==> config.mk <==
export PLATFORM = sky130hd
export DESIGN_NAME = i2c_slave_addr_detect_flat
export DESIGN_NICKNAME = d
export VERILOG_FILES = /design/src/rtl/i2c_pkg.sv /design/src/rtl/i2c_slave_addr_detect_if.sv /design/src/rtl/i2c_sync_edge.sv /design/src/rtl/i2c_slave_addr_detect.sv /design/src/flat_wrapper.sv
export SDC_FILE = /design/constraint.sdc
export NUM_CORES = 1
export LEC_CHECK = 0
export ABC_AREA = 1
export CAP_MARGIN = 30
export CORE_ASPECT_RATIO = 0.6
export CORE_MARGIN = 8
export CORE_UTILIZATION = 49
export DETAILED_ROUTE_END_ITERATION = 16
export GPL_ROUTABILITY_DRIVEN = 0
export MAX_ROUTING_LAYER = met4
export PLACE_DENSITY_LB_ADDON = 0.15
export SLEW_MARGIN = 40
export SYNTH_ARGS = -nofsm -noshare
export SYNTH_HDL_FRONTEND = slang
export SYNTH_HIERARCHICAL = 1
export SYNTH_SLANG_ARGS = --single-unit
export TNS_END_PERCENT = 1
==> constraint.sdc <==
create_clock -name FPGA_clk -period 1.5 [get_ports FPGA_clk]
set_input_delay 0.225 -clock FPGA_clk [delete_from_list [all_inputs] [get_ports FPGA_clk]]
set_output_delay 0.225 -clock FPGA_clk [all_outputs]
set_load 0.02 [all_outputs]
==> src/rtl/i2c_pkg.sv <==
// Shared I2C slave definitions: FSM state type and byte/address geometry.
// Also used by the downstream data-in stage.
package i2c_pkg;

    localparam int unsigned I2C_ADDR_WIDTH = 7;
    localparam int unsigned I2C_BYTE_BITS  = 8;

    typedef enum logic [2:0] {
        IDLE     = 3'd0,
        ADDR     = 3'd1,
        ACK_WAIT = 3'd2,
        ACK      = 3'd3,
        DATA     = 3'd4,
        IGNORE   = 3'd5
    } i2c_state_e;

endpackage

==> src/rtl/i2c_slave_addr_detect_if.sv <==
// Bus-side signal bundle of the I2C address detector.
// slave: the detector itself; master: whatever drives the pads / consumes the outputs.
interface i2c_slave_addr_detect_if;

    logic SCL_in;
    logic SDA_in;
    logic data_done;
    logic SCL;
    logic SCL_prev;
    logic SDA;
    logic SDA_prev;
    logic start_det;
    logic stop_det;
    logic enable;
    logic SDA_down;
    logic addr_match;
    logic busy;

    modport slave (
        input  SCL_in, SDA_in, data_done,
        output SCL, SCL_prev, SDA, SDA_prev, start_det, stop_det,
               enable, SDA_down, addr_match, busy
    );

    modport master (
        output SCL_in, SDA_in, data_done,
        input  SCL, SCL_prev, SDA, SDA_prev, start_det, stop_det,
               enable, SDA_down, addr_match, busy
    );

endinterface

==> src/rtl/i2c_sync_edge.sv <==
// Multi-flop synchroniser for one raw I2C line, plus a one-cycle-delayed copy.
// Resets to 1 so an idle bus is seen coming out of reset.
module i2c_sync_edge #(
    parameter int unsigned SYNC_STAGES = 2
) (
    input  logic clk_i,
    input  logic rst_i,
    input  logic d_i,
    output logic q_o,
    output logic prev_o
);

    logic [SYNC_STAGES-1:0] sync_q;
    logic                   prev_q;

    always_ff @(posedge clk_i or posedge rst_i) begin
        if (rst_i) begin
            sync_q <= '1;
            prev_q <= 1'b1;
        end else begin
            sync_q <= {sync_q[SYNC_STAGES-2:0], d_i};
            prev_q <= sync_q[SYNC_STAGES-1];
        end
    end

    assign q_o    = sync_q[SYNC_STAGES-1];
    assign prev_o = prev_q;

endmodule

==> src/rtl/i2c_slave_addr_detect.sv <==
// I2C slave front end: line synchronisation, START/STOP detection, address
// reception and ACK, then hands the bus to the data-in stage via enable.
module i2c_slave_addr_detect
    import i2c_pkg::*;
#(
    parameter logic [I2C_ADDR_WIDTH-1:0] SLAVE_ADDR  = 7'h42,
    parameter int unsigned               SYNC_STAGES = 2
) (
    input  logic                   FPGA_clk,
    input  logic                   rst,
    i2c_slave_addr_detect_if.slave bus
);

    logic scl, scl_prev, sda, sda_prev;

    i2c_sync_edge #(.SYNC_STAGES(SYNC_STAGES)) u_sync_scl (
        .clk_i  (FPGA_clk),
        .rst_i  (rst),
        .d_i    (bus.SCL_in),
        .q_o    (scl),
        .prev_o (scl_prev)
    );

    i2c_sync_edge #(.SYNC_STAGES(SYNC_STAGES)) u_sync_sda (
        .clk_i  (FPGA_clk),
        .rst_i  (rst),
        .d_i    (bus.SDA_in),
        .q_o    (sda),
        .prev_o (sda_prev)
    );

    logic scl_rise, scl_fall, start_c, stop_c;

    assign scl_rise = !scl_prev && scl;
    assign scl_fall = scl_prev && !scl;
    assign start_c  = scl && scl_prev && sda_prev && !sda;
    assign stop_c   = scl && scl_prev && !sda_prev && sda;

    i2c_state_e                 state_q, state_d;
    logic [I2C_BYTE_BITS-1:0]   shift_q, shift_d;
    logic [3:0]                 cnt_q, cnt_d;
    logic                       start_det_q, start_det_d;
    logic                       stop_det_q, stop_det_d;
    logic                       enable_q, enable_d;
    logic                       sda_down_q, sda_down_d;
    logic                       addr_match_q, addr_match_d;
    logic                       busy_q, busy_d;

    always_comb begin
        state_d      = state_q;
        shift_d      = shift_q;
        cnt_d        = cnt_q;
        enable_d     = enable_q;
        sda_down_d   = sda_down_q;
        addr_match_d = addr_match_q;
        busy_d       = busy_q;
        start_det_d  = start_c;
        stop_det_d   = stop_c;

        if (start_c) begin
            busy_d = 1'b1;
        end else if (stop_c) begin
            busy_d = 1'b0;
        end

        // STOP / repeated START override whatever the current state is doing
        if (stop_c || start_c) begin
            state_d      = stop_c ? IDLE : ADDR;
            enable_d     = 1'b0;
            sda_down_d   = 1'b0;
            addr_match_d = 1'b0;
            cnt_d        = '0;
        end else begin
            unique case (state_q)
                IDLE: begin
                    cnt_d = '0;
                end
                ADDR: begin
                    if (scl_rise) begin
                        shift_d = {shift_q[I2C_BYTE_BITS-2:0], sda};
                        cnt_d   = cnt_q + 4'd1;
                        if (cnt_q == 4'(I2C_BYTE_BITS - 1)) begin
                            // Only writes are acknowledged; reads fall through to IGNORE
                            if (shift_d[I2C_BYTE_BITS-1:1] == SLAVE_ADDR && !shift_d[0]) begin
                                state_d = ACK_WAIT;
                            end else begin
                                state_d = IGNORE;
                            end
                        end
                    end
                end
                ACK_WAIT: begin
                    if (scl_fall) begin
                        state_d      = ACK;
                        sda_down_d   = 1'b1;
                        addr_match_d = 1'b1;
                    end
                end
                ACK: begin
                    if (scl_fall) begin
                        state_d    = DATA;
                        sda_down_d = 1'b0;
                        enable_d   = 1'b1;
                    end
                end
                DATA: begin
                    if (bus.data_done) begin
                        state_d  = IGNORE;
                        enable_d = 1'b0;
                    end
                end
                IGNORE: begin
                end
                default: begin
                    state_d = IDLE;
                end
            endcase
        end
    end

    always_ff @(posedge FPGA_clk or posedge rst) begin
        if (rst) begin
            state_q      <= IDLE;
            shift_q      <= '0;
            cnt_q        <= '0;
            start_det_q  <= 1'b0;
            stop_det_q   <= 1'b0;
            enable_q     <= 1'b0;
            sda_down_q   <= 1'b0;
            addr_match_q <= 1'b0;
            busy_q       <= 1'b0;
        end else begin
            state_q      <= state_d;
            shift_q      <= shift_d;
            cnt_q        <= cnt_d;
            start_det_q  <= start_det_d;
            stop_det_q   <= stop_det_d;
            enable_q     <= enable_d;
            sda_down_q   <= sda_down_d;
            addr_match_q <= addr_match_d;
            busy_q       <= busy_d;
        end
    end

    assign bus.SCL        = scl;
    assign bus.SCL_prev   = scl_prev;
    assign bus.SDA        = sda;
    assign bus.SDA_prev   = sda_prev;
    assign bus.start_det  = start_det_q;
    assign bus.stop_det   = stop_det_q;
    assign bus.enable     = enable_q;
    assign bus.SDA_down   = sda_down_q;
    assign bus.addr_match = addr_match_q;
    assign bus.busy       = busy_q;

endmodule

==> src/flat_wrapper.sv <==
// flat-port wrapper written by rule: the top's interface ports become plain ports
module i2c_slave_addr_detect_flat import i2c_pkg::*;
#(
    parameter logic [I2C_ADDR_WIDTH-1:0] SLAVE_ADDR  = 7'h42,
    parameter int unsigned               SYNC_STAGES = 2
)
  (FPGA_clk, rst, bus_SCL_in, bus_SDA_in, bus_data_done, bus_SCL, bus_SCL_prev, bus_SDA, bus_SDA_prev, bus_start_det, bus_stop_det, bus_enable, bus_SDA_down, bus_addr_match, bus_busy);
  i2c_slave_addr_detect_if bus_i ();
  input  logic FPGA_clk;
  input  logic rst;
  input wire logic [$bits(bus_i.SCL_in)-1:0] bus_SCL_in;
  input wire logic [$bits(bus_i.SDA_in)-1:0] bus_SDA_in;
  input wire logic [$bits(bus_i.data_done)-1:0] bus_data_done;
  output wire logic [$bits(bus_i.SCL)-1:0] bus_SCL;
  output wire logic [$bits(bus_i.SCL_prev)-1:0] bus_SCL_prev;
  output wire logic [$bits(bus_i.SDA)-1:0] bus_SDA;
  output wire logic [$bits(bus_i.SDA_prev)-1:0] bus_SDA_prev;
  output wire logic [$bits(bus_i.start_det)-1:0] bus_start_det;
  output wire logic [$bits(bus_i.stop_det)-1:0] bus_stop_det;
  output wire logic [$bits(bus_i.enable)-1:0] bus_enable;
  output wire logic [$bits(bus_i.SDA_down)-1:0] bus_SDA_down;
  output wire logic [$bits(bus_i.addr_match)-1:0] bus_addr_match;
  output wire logic [$bits(bus_i.busy)-1:0] bus_busy;
  assign bus_i.SCL_in = bus_SCL_in;
  assign bus_i.SDA_in = bus_SDA_in;
  assign bus_i.data_done = bus_data_done;
  assign bus_SCL = bus_i.SCL;
  assign bus_SCL_prev = bus_i.SCL_prev;
  assign bus_SDA = bus_i.SDA;
  assign bus_SDA_prev = bus_i.SDA_prev;
  assign bus_start_det = bus_i.start_det;
  assign bus_stop_det = bus_i.stop_det;
  assign bus_enable = bus_i.enable;
  assign bus_SDA_down = bus_i.SDA_down;
  assign bus_addr_match = bus_i.addr_match;
  assign bus_busy = bus_i.busy;
  i2c_slave_addr_detect #(.SLAVE_ADDR(SLAVE_ADDR), .SYNC_STAGES(SYNC_STAGES)) u_core (.FPGA_clk(FPGA_clk), .rst(rst), .bus(bus_i));
endmodule
Word level (Yosys, flattened, before mapping). Index checks and enable logic that the tools add are counted.

Register bits after elaboration: 26. Bits in latches: 0. RAM bits: 0. ROM bits: 0. Bits of input ports: 5. Output and inout port bits: 10. Memories kept: 0.

$add $sub $neg: 1. Multiply operators: 0. Divide/modulo/power cells: 0. Magnitude comparators: 0. Equality and inequality tests: 13. Shifts and indexed selects: 0. Muxes and demuxes: 23. Bitwise gates (word level): 1. Reductions and logical operators: 27.

Operator list (count): $mux W3 (7); $pmux W3 S5 (1); $ne A3 B1 Y1 const B (4); $mux W1 (10); $reduce_and A3 Y1 (3); $reduce_bool A3 Y1 (3); $logic_and A1 B1 Y1 (8); $mux W4 (2); $pmux W4 S2 (1); $eq A7 B7 Y1 const B (1); $eq A3 B2 Y1 const B (2); $eq A3 B3 Y1 const B (2); $reduce_and A6 Y1 (1); $reduce_bool A2 Y1 (3); $add A4 B1 Y4 const B (1); $eq A4 B3 Y1 const B (1); $logic_not A1 Y1 (4); $pmux W1 S2 (2); $reduce_and A2 Y1 (2); $eq A3 B1 Y1 const B (1); $logic_not A3 Y1 (1); $ne A3 B2 Y1 const B (1); $ne A2 B1 Y1 const B (1); $reduce_or A2 Y1 (1); 2 further kinds (2).

Logic depth before layout (Yosys ltp). Gate-level depths: netlist (run 1).

Depth after elaboration: 7. Gate-level depth with buffers: 10. Gate-level depth less buffers: 10.

By module. Netlist (run 1), hierarchy kept.

By module, submodules not included: i2c_slave_addr_detect (times used 1, cells an instance 151, area each 1119.8 µm²); i2c_sync_edge (times used 2, cells an instance 4, area each 82.6 µm²).

Worst setup path after synthesis (run 1). OpenSTA, ideal clock, no wires.

Path type: register -> register. Start point: register u_core.u_sync_sda.sync_q[1]. End point: register u_core.state_q[2]. Arrival: 1383 ps. Data required time: 1383 ps. Slack: 0 ps. Cell stages (with the launch flop): 10. Buffers on the path: 0. Cells stage by stage: dfstp_2 -> inv_1 -> nor2_1 -> nand2_2 -> nand4_1 -> nand2_1 -> nor2_2 -> nand2_1 -> nand2_1 -> nand2_1.

Word-level cells in the longest chain between the ends: 7. Elaborated cells on any way between the ends: 17. Those cells by class: eq/ne: 6; mux: 5; reduce/logical: 6.

RTL lines: start, declared (RTL line i2c_sync_edge.sv:13) `logic [SYNC_STAGES-1:0] sync_q;`; start signal, assigned (RTL line i2c_sync_edge.sv:21) `sync_q <= {sync_q[SYNC_STAGES-2:0], d_i};`; $logic_not A1 Y1 (RTL line i2c_slave_addr_detect.sv:36, i2c_slave_addr_detect.sv:84); $logic_and A1 B1 Y1 (RTL line i2c_slave_addr_detect.sv:84) `if (shift_d[I2C_BYTE_BITS-1:1] == SLAVE_ADDR && !shift_d[0]) begin`; $mux W3 (RTL line i2c_slave_addr_detect.sv:84); $mux W3 (RTL line i2c_slave_addr_detect.sv:82) `if (cnt_q == 4'(I2C_BYTE_BITS - 1)) begin`; $mux W3 (RTL line i2c_slave_addr_detect.sv:79) `if (scl_rise) begin`; $pmux W3 S5 (RTL line i2c_slave_addr_detect.sv:74) `unique case (state_q)`; $mux W3 (RTL line i2c_slave_addr_detect.sv:67) `if (stop_c || start_c) begin`; end signal, assigned (RTL line i2c_slave_addr_detect.sv:133) `state_q <= state_d;`; end, declared (RTL line i2c_slave_addr_detect.sv:39) `i2c_state_e state_q, state_d;`.

Several ways; a longest one is shown, not always the timed one. The select of a mux whose other input is x is not followed. A chain may end at the register's enable or synchronous reset.

Worst setup path after layout (run 1).
Start point: register u_core.u_sync_scl.prev_q, in the netlist u_core/u_sync_scl/prev_o. End point: register u_core.state_q[2].

Word-level cells in the longest chain between the ends: 6. Elaborated cells on any way between the ends: 17. Those cells by class: eq/ne: 6; mux: 1; reduce/logical: 10.

RTL lines: start, declared (RTL line i2c_sync_edge.sv:14) `logic prev_q;`; start signal, assigned (RTL line i2c_sync_edge.sv:22) `prev_q <= sync_q[SYNC_STAGES-1];`; $logic_and A1 B1 Y1 (RTL line i2c_slave_addr_detect.sv:36, i2c_slave_addr_detect.sv:37); $logic_and A1 B1 Y1, on equally long branches (2 in series) (RTL line i2c_slave_addr_detect.sv:37, i2c_slave_addr_detect.sv:36); $logic_or A1 B1 Y1 (RTL line i2c_slave_addr_detect.sv:67); $ne A3 B1 Y1 (no source line), or another cell as far along; $reduce_and A6 Y1 (no source line).

Several ways; a longest one is shown, not always the timed one.

==> flow_summary_export.csv, run 1 <==
group,metric,value,unit
die,core_area,2500,um^2
sta,fin_tns_setup,-0.0158,ns
sta,timing_worst_slew_pin_value,0.264,ns
synth,yosysSeqAreaShare,51.2,%
synth,synth_enable_flop_cells,0,
routing,drt_first_pass_iters,4,
sta,hold_viol_final,0,
clocking,cts_max_level,1,
die,floorplan.die_area,4570,um^2
placement,io_buffers,14,
synth,ys_dominant_reg_cell,"sky130_fd_sc_hd__dfrtp_1",
synth,netlist_instances,159,
synth,ys_top_cells_by_area,"sky130_fd_sc_hd__dfrtp_1 39%, sky130_fd_sc_hd__nand2_1 13%, sky130_fd_sc_hd__dfstp_2 12%",
pwr,power.static_leakage,0.864,nW
routing,avgRoutedWirePerCell,12.6,um
critical_path,startpoint_kind_of_the_worst_setup_timing_path,"flop",
sta,hold-worst-slack,0.333,ns
clocking,cts_tree,"built",
pwr,power.switching_fraction,36.7,%
synth,synth_top_area_share,38.9,%
synth,syn_area,1280,um^2
die,die-width,82.1,um
synth,yosysTopAreaCell,"sky130_fd_sc_hd__dfrtp_1",
synth,synth.top_cells.by_count,"45 x sky130_fd_sc_hd__nand2_1, 24 x sky130_fd_sc_hd__inv_1, 20 x sky130_fd_sc_hd__dfrtp_1",
synth,synth_cell_types,22,
job,timing.max_cap.violations,0,
clocking,clk_path_buf_depth,2,
routing,wl,2750,um
clocking,hold_buffers,0,
layout,finish.net_count,193,
global_route,most_used_routing_layer_in_global_routing,"met2",
sta,final_min_period_over_clock_period,101,%
sta,relSlewSlack,82.4,%
global_route,gr-usage-met1,16.8,%
sta,rsz0062_at_grt,"true",
global_route,largest_net_degree_at_the_start_of_global_routing,21,
synth,yosysMostFrequentCell,"sky130_fd_sc_hd__nand2_1",
clocking,tritoncts_buffers,3,
pwr,power.net_switching,0.000774,W
clocking,clk_latency,0.27,ns
synth,syn_nets,165,
run_status,violated_checks,"setup timing",
global_route,first_global_vias,1006,
die,floorplan.io_pins,15,
routing,route.antenna.remaining_nets,0,
placement,worst_slack_at_placement,-0.0788,ns
global_route,grt_first_pass_wirelength,4620,um
pwr,power.share.clock,19.0,%
clocking,path_clk_slew,0.09,ns
global_route,globalRouteTotalUtil,13.0,%
routing,routed-via-count,1101,
pwr,cellInternalPower,0.00133,W
routing,route.detailed.vias_per_inst,5.05,
sta,period_minus_slack,1.51,ns
sta,setup-violations-final,2,
die,floorplan.initialDensity,51.3,%
critical_path,critPathRequiredTime,1.67,ns
global_route,grt_overflow_total,0,
sta,finalMaxSlewViolations,0,
pwr,pwr-share-comb,36.4,%
synth,yosysWarnings,6,
critical_path,critPathCaptureType,"flop",
synth,synth-seq-cells,26,
global_route,gr-usage-met3,4.35,%
critical_path,r2r_slack,-0.009,ns
global_route,antenna_violations_before_repair,0,
clocking,cts.sinks,26,
pwr,cellPowerDensity,1310,nW/um^2
synth,synth-async-reset-ratio,100,%
clocking,cts_root_buf,"sky130_fd_sc_hd__clkbuf_8",
routing,drt_iter0_markers,97,
sta,fin_clk_skew,0.00473,ns
global_route,grt_util_met2,19.1,%
synth,synth_area_per_cell,8.08,um^2
sta,timing.final.ws_setup,-0.00950,ns
layout,flow.area_growth_from_synthesis,25.1,%
run_status,outcome,"complete, but fails checks",
placement,detailedPlacementHpwl,2070,um
pwr,report.power.total,0.00211,W
critical_path,timing_worst_setup_path_type,"reg2reg",
routing,detail_route.drc_violations,0,
sta,max_freq,662,MHz
layout,drive_gt1_share,20.4,%
hold_path,hold_class,"in2async",
critical_path,cp_max_fo,6,
die,rows,14,
pwr,ir_drop,0.000817,V
critical_path,cp.arrival,1.68,ns
die,fp.dieH,55.7,um
pwr,sequentialPowerShare,44.6,%
layout,antenna-diode-count,0,
==> kinds of logic (layout without fill, tap and decap cells) <==
logic type | Yosys count | after routing | share of synthesized area [%]
flops | 26 | 26 | 51.2
buf+inv | 28 | 55 | 8.28
compound gates | 17 | 17 | 6.91
fa+ha+maj | 1 | 1 | 0.974
simple gates | 87 | 87 | 32.6
==> power by group through the flow <==
| stage | clock, W | sequential [W] | combinational (W) |
|---|---|---|---|
| 5_1_grt | 0.000454 | 0.000963 | 0.000872 |
| 4_1_cts | 0.000417 | 0.000940 | 0.000734 |
| 3_5_place_dp | 0 | 0.000954 | 0.000739 |
| 2_1_floorplan | 0 | 0.000973 | 0.000503 |
| 3_3_place_gp | 0 | 0.000948 | 0.000712 |
| 6_report | 0.000400 | 0.000940 | 0.000767 |
==> what timing repair did <==
action,CTS,global route
pin swaps,1,4
hold endpoints to repair,0,0
endpoints found under the setup margin,7,17
setup buffers,0,5
gates resized for setup,5,10
==> cell type report <==
type | count | area (um^2)
clock buffer | 4 | 45.0
fill | 215 | 897
inverter | 27 | 101
multi-input combinational | 105 | 538
sequential | 26 | 658
tap | 32 | 40.0
timing repair buffer | 24 | 225
==> placed cells by master (no fill, tap or decap), types with 4 or more instances in the layout <==
cell | Yosys | layout
sky130_fd_sc_hd__nand2_1 | 45 | 42
sky130_fd_sc_hd__inv_1 | 24 | 23
sky130_fd_sc_hd__dfrtp_1 | 20 | 20
sky130_fd_sc_hd__nand3_1 | 15 | 15
sky130_fd_sc_hd__nor2_1 | 13 | 11
sky130_fd_sc_hd__buf_4 | 0 | 9
sky130_fd_sc_hd__clkdlybuf4s50_1 | 0 | 8
sky130_fd_sc_hd__o21ai_1 | 8 | 8
sky130_fd_sc_hd__dfstp_2 | 6 | 6
sky130_fd_sc_hd__nand2_2 | 2 | 5
sky130_fd_sc_hd__a21oi_1 | 5 | 5
sky130_fd_sc_hd__dlygate4sd2_1 | 0 | 4
sky130_fd_sc_hd__inv_2 | 2 | 4
==> worst max-delay path, cell delays in order, from the launching register on <==
cell and delay, ns:
sky130_fd_sc_hd__dfstp_2 0.59, sky130_fd_sc_hd__nand2_1 0.08, sky130_fd_sc_hd__inv_2 0.08, sky130_fd_sc_hd__nand3_4 0.10
sky130_fd_sc_hd__nand4_1 0.15, sky130_fd_sc_hd__nand2_2 0.09, sky130_fd_sc_hd__nor2_4 0.15, sky130_fd_sc_hd__nand2_2 0.07
sky130_fd_sc_hd__nand2_1 0.06, sky130_fd_sc_hd__nand2_1 0.05
==> per-layer routing <==
layer,routed length (um),up-vias
li1,-,552
met3,183,4
met2,1310,36
met4,19,0
met5,0,-
met1,1240,509
==> worst paths after layout <==
kind,cells past startpoint,end,start
max in group asynchronous,3,u_core/shift_q[0],rst
min in group FPGA_clk,1,u_core/u_sync_scl/sync_q[0],bus_SCL_in
worst max register to register,9,u_core/state_q[2],u_core/u_sync_scl/prev_o
worst max-delay path,9,u_core/state_q[2],u_core/u_sync_scl/prev_o
worst min register to register,0,u_core/u_sync_scl/sync_q[1],u_core/u_sync_scl/sync_q[0]
worst min-delay path,3,u_core/cnt_q[2],rst
==> registers in the layout, summed over array words and instances, names as in the netlist <==
name	count
u_core/bus.SDA_down	1
u_core/bus.addr_match	1
u_core/bus.busy	1
u_core/bus.enable	1
u_core/bus.start_det	1
u_core/bus.stop_det	1
u_core/cnt_q	4
u_core/shift_q	7
u_core/state_q	3
u_core/u_sync_scl/prev_o	1
u_core/u_sync_scl/sync_q	2
u_core/u_sync_sda/prev_o	1
u_core/u_sync_sda/sync_q	2
==> per-stage QoR <==
stage,cell area [um^2],util (%),cells
2_1_floorplan,1280,-,159
3_3_place_gp,1510,60.3,209
3_5_place_dp,1510,60.3,209
4_1_cts,1550,61.8,213
5_1_grt,1610,64.2,218
6_report,1610,64.2,218
No activity file was read; power rests on OpenSTA's default activity.
==> run 2: changes to the inputs <==
SKIP_CTS_REPAIR_TIMING = 1   (was not set)
==> flow_summary_export.csv, run 2 (synthesis gave the netlist of run 1 again) <==
group,metric,value,unit
run_status,outcome,"complete, but fails checks",
run_status,violated_checks,"setup timing",
clocking,path_clk_slew,0.09,ns
critical_path,startpoint_kind_of_the_worst_setup_timing_path,"flop",
critical_path,crit_path_start,"u_core/u_sync_scl/prev_o",
critical_path,rr_worst_depth,9,
die,floorplan.die_area,4570,um^2
global_route,first_global_vias,1004,
global_route,antenna_violations_before_repair,0,
sta,setup-violations-final,2,
clocking,clk_latency,0.27,ns
clocking,cts_root_buf,"sky130_fd_sc_hd__clkbuf_8",
die,core_area,2500,um^2
layout,final_cell_area,1580,um^2
critical_path,critPathCaptureType,"flop",
routing,wl,2680,um
routing,route.antenna.remaining_nets,0,
layout,reg.largest.list,"u_core/shift_q: 7 flops, u_core/cnt_q: 4 flops, u_core/state_q: 3 flops",
layout,final_common_cell,"sky130_fd_sc_hd__nand2_1",
routing,maxUsedRoutingLayer,"met4",
layout,num-fill-cells,218,
job,timing.max_cap.violations,0,
clocking,cts_max_level,1,
die,die-width,82.1,um
layout,largest_register_ff_count,7,
routing,drt_iter0_markers,93,
layout,drive_gt1_share,17.1,%
sta,period_minus_slack,1.53,ns
sta,max_freq,654,MHz
critical_path,cp.arrival,1.70,ns
clocking,cts.sinks,26,
layout,final-seq-area,658,um^2
clocking,cts_tree,"built",
pwr,power.static_leakage,0.882,nW
placement,detailedPlacementHpwl,2070,um
sta,relSlewSlack,80.1,%
critical_path,r2r_slack,-0.03,ns
pwr,cellPowerDensity,1330,nW/um^2
global_route,largest_net_degree_at_the_start_of_global_routing,21,
critical_path,cp_max_fo,7,
die,floorplan.io_pins,15,
routing,detail_route.drc_violations,0,
critical_path,worst_r2r_startpoint,"u_core/u_sync_scl/prev_o",
die,rows,14,
critical_path,timing_worst_setup_path_type,"reg2reg",
global_route,grt_overflow_total,0,
clocking,clk_path_buf_depth,2,
layout,multiInputGateArea,533,um^2
placement,postPlaceCellArea,1510,um^2
global_route,globalRouteTotalUtil,13.0,%
routing,drt_first_pass_iters,4,
sta,final_min_period_over_clock_period,102,%
global_route,grt_first_pass_wirelength,4620,um
layout,finish.net_count,188,
layout,regMostFlops,"u_core/shift_q",
pwr,report.power.total,0.00210,W
sta,timing.final.ws_setup,-0.0280,ns
sta,finalMaxSlewViolations,0,
routing,routed-via-count,1062,
routing,met1Wirelength,1270,um
clocking,tritoncts_buffers,3,
routing,wl_met3,142,um
layout,antenna-diode-count,0,
layout,flow.area_growth_from_synthesis,23.2,%
critical_path,critPathRequiredTime,1.67,ns
hold_path,hold_class,"in2async",
placement,io_buffers,14,
sta,rsz0062_at_grt,"true",
die,floorplan.initialDensity,51.3,%
routing,avgRoutedWirePerCell,12.6,um
routing,wl_met2,1250,um
sta,hold_viol_final,0,
pwr,ir_drop,0.000811,V
routing,route.detailed.vias_per_inst,4.99,
layout,layout_common_cells,"43 x sky130_fd_sc_hd__nand2_1, 23 x sky130_fd_sc_hd__inv_1, 20 x sky130_fd_sc_hd__dfrtp_1, 15 x sky130_fd_sc_hd__nand3_1, 12 x sky130_fd_sc_hd__nor2_1",
sta,timing_worst_slew_pin_value,0.298,ns
critical_path,regToRegEndpoint,"u_core/state_q[2]",
die,fp.dieH,55.7,um
sta,fin_clk_skew,0.00468,ns
## run 2: stage by stage
stage          worst slack [ns]  std cells  hold WS [ns]  TNS, ns  util, %
5_1_grt                  -0.116        213         0.353    -1.30     63.2
4_1_cts                  -0.234        213         0.344    -1.03     62.1
3_5_place_dp            -0.0788        209         0.349   -0.147     60.3
6_report                -0.0280        213         0.337  -0.0475     63.2
2_1_floorplan          0.000432        159         0.158        0        -
3_3_place_gp             0.0411        209         0.346        0     60.3
## run 2: worst max path at each step
stage,to,slack [ns],depth (start not counted)
global placement,u_core/state_q[0],0.04,9
global route,u_core/state_q[2],-0.12,9
CTS,bus_SCL_prev,-0.23,1
finish,u_core/state_q[2],-0.03,9
detailed placement,u_core/state_q[2],-0.08,9
floorplan,u_core/state_q[2],0.0004,9
## run 2: layout make-up
| type | instances | area share [%] |
|---|---|---|
| clock buffer | 4 | 2.85 |
| inverter | 27 | 6.40 |
| multi-input combinational | 105 | 33.7 |
| sequential | 26 | 41.6 |
| tap | 32 | 2.53 |
| timing repair buffer | 19 | 13.0 |
## run 2: power by group
part,leakage (nW),internal [W],switching [W]
clock network,0.0228,0.000190,0.000211
logic,0.531,0.000289,0.000467
registers,0.329,0.000849,0.0000937
total,0.882,0.00133,0.000772
## run 2: worst max-delay path, stage by stage (launching register included)
cell and delay (ns):
sky130_fd_sc_hd__dfstp_2 0.60, sky130_fd_sc_hd__nand2_1 0.08, sky130_fd_sc_hd__inv_2 0.08, sky130_fd_sc_hd__nand3_4 0.10, sky130_fd_sc_hd__nand4_1 0.17, sky130_fd_sc_hd__nand2_2 0.10, sky130_fd_sc_hd__nor2_4 0.12, sky130_fd_sc_hd__nand2_2 0.07
sky130_fd_sc_hd__nand2_1 0.06, sky130_fd_sc_hd__nand2_1 0.05
## run 2: layer usage
layer  up-vias  track usage (%)
met1       498             16.8
met3         2             4.35
met5         -                -
met2        19             19.1
met4         0             3.23
li1        543                -
==> edit: new RTL, config.mk and constraints of run 1 <==
Re-encode `i2c_state_e` (6 states) as one-hot, 6 bits wide.
--- a/src/rtl/i2c_pkg.sv
+++ b/src/rtl/i2c_pkg.sv
@@ -5,13 +5,13 @@
     localparam int unsigned I2C_ADDR_WIDTH = 7;
     localparam int unsigned I2C_BYTE_BITS  = 8;
 
-    typedef enum logic [2:0] {
-        IDLE     = 3'd0,
-        ADDR     = 3'd1,
-        ACK_WAIT = 3'd2,
-        ACK      = 3'd3,
-        DATA     = 3'd4,
-        IGNORE   = 3'd5
+    typedef enum logic [5:0] {
+        IDLE     = 6'b000001,
+        ADDR     = 6'b000010,
+        ACK_WAIT = 6'b000100,
+        ACK      = 6'b001000,
+        DATA     = 6'b010000,
+        IGNORE   = 6'b100000
     } i2c_state_e;
 
 endpackage
Check against the original RTL: no difference found for any inputs over 10 cycles, from zero or initial values and one cycle with rst high; not proved beyond that.
==> edit against run 1 <==
- the run still ends with negative setup slack left
- design area rose by 31%
- synthesized area rose by 13%
- sequential power rose by 0.5%
- sequential cell count rose by 3
- via count rose by 21%
- count of clock-buffer cells in the layout rose by 4
- global-route usage rose by 1.3 points
- power rose by 5.3%
- worst setup slack got worse by 0.029 ns
- synthesized cell count rose by 8.8%
- hold slack got worse by 0.14 ns
- wire length rose by 37%
- largest cell class is now multi-input gates
- largest power group unchanged
==> edit: results (changes against run 1) <==
[routing]
wl_per_cell_um = 14.33  ; +13%
wl_um = 3783  ; +37%
drt-initial-drc-count = 93  ; -4.1%
drt-met1-wl_um = 1706  ; +38%
wl_met3_um = 265  ; +45%
wl_met2_um = 1790  ; +37%
vias = 1331  ; +21%

[power_and_ir_drop]
p_seq_w = 0.000945  ; +0.5%
power_frac_comb = 0.277  ; -0.087
vdd_drop_max_mv = 0.8702  ; +6.5%
p_sw_w = 0.0007367  ; -4.8%
p_leak_nw = 1.021  ; +18%

[logic_synthesis]
seq_area_frac_synth = 0.5047  ; -0.007442
syn_inst = 173  ; +8.8%
synth_area_leaders = dfrtp_1, dfstp_2, nand2_1
synthAdderAreaFrac = 0.008598  ; -0.001139
synth_xor_area_frac = 0.006019  ; +0.006019
synth_common_cells = nand2_1, dfrtp_1, inv_1
synth_fp_nets = 179  ; +8.5%
synth-compound-area-share = 0.06449  ; -0.004645

[worst_setup_path]
crit_slowest_cell = dfstp_2
r2r_cells = 8  ; -1
startpoint = u_core/u_sync_scl/sync_q[1]$_DFF_PP1_
worst_ep_arrival_time_ns = 1.71  ; +0.03 ns

[cells_and_area]
layout-drive-gt1-share = 0.3919  ; +0.1876
seq_share = 0.3486  ; -0.06076
nFillCells = 196  ; -8.8%
reg.largest.list = u_core/shift_q (7), u_core/state_q (6), u_core/cnt_q (4)
area_share_nonclk_buffers = 0.1639  ; +0.02382
buffers_excl_clock = 42  ; +75%
clk_share = 0.04276  ; +0.01474
nClkBuffers = 8  ; +4
inverters = 24  ; -11%
multi_input_cells = 119  ; +13%
multi_input_area_share = 0.3747  ; +0.04007

[global_routing]
use_met1 = 0.1906  ; +0.02298
grt_pass1_vias = 1147  ; +14%
track_usage = 0.1428  ; +0.01254
grtUsageMet3 = 0.05634  ; +0.01279
grt_util_met2 = 0.1926  ; +0.002058
grt_pass1_wl_um = 5416  ; +17%

[status]
status = finished, violations left
violations = negative setup slack

[clock_tree]
cts_setup_buffers = 0  ; unchanged
cts_buffers = 5  ; +2
cts.reportedPaths.clkPinSlew_ns = 0.06  ; -0.03 ns
clockBufferDepth = 2  ; unchanged
htree_num_levels = 2  ; +1

[timing]
hold_slack_ns = 0.1949  ; -0.1385 ns
skew_ns = 0.006302  ; +0.001572 ns
postLayoutSetupSlackWorst_ns = -0.03822  ; -0.02873 ns
setup_violations = 5  ; +3
slew_headroom = 0.8303  ; +0.006140

[placement]
dp.cells = 248  ; +19%
dpl.hpwl_um = 2475  ; +20%

-- edit: cell count changes after synthesis, sizes merged, moves of 2 or more --
cell and change:
dfrtp +2, nand4 +3, o31ai +2, nand2 +4, nor3b -2, nor2 +4, inv -3
-- edit: logic make-up (layout without fill, tap and decap cells) --
group	Yosys count	count (layout)
flip-flops	29	29
AO/OA/AOI/OAI	17	17
buffers and inverters	26	74
XOR/XNOR	1	1
AND/OR/NAND/NOR	99	100
adder cells (fa/ha/maj)	1	1
-- edit: stage by stage --
stage,power [W],worst slack (ns),setup TNS [ns],area [um2]
after global routing,0.002322,-0.1095,-0.6776,2107
after detailed placement,0.001404,-0.1041,-0.4836,1789
after floorplan,0.001255,-0.0003808,-0.0003808,1455
final,0.002218,-0.03822,-0.1279,2107
after global placement,0.001389,-0.04811,-0.1254,1789
after CTS,0.002078,-0.02284,-0.04460,1892
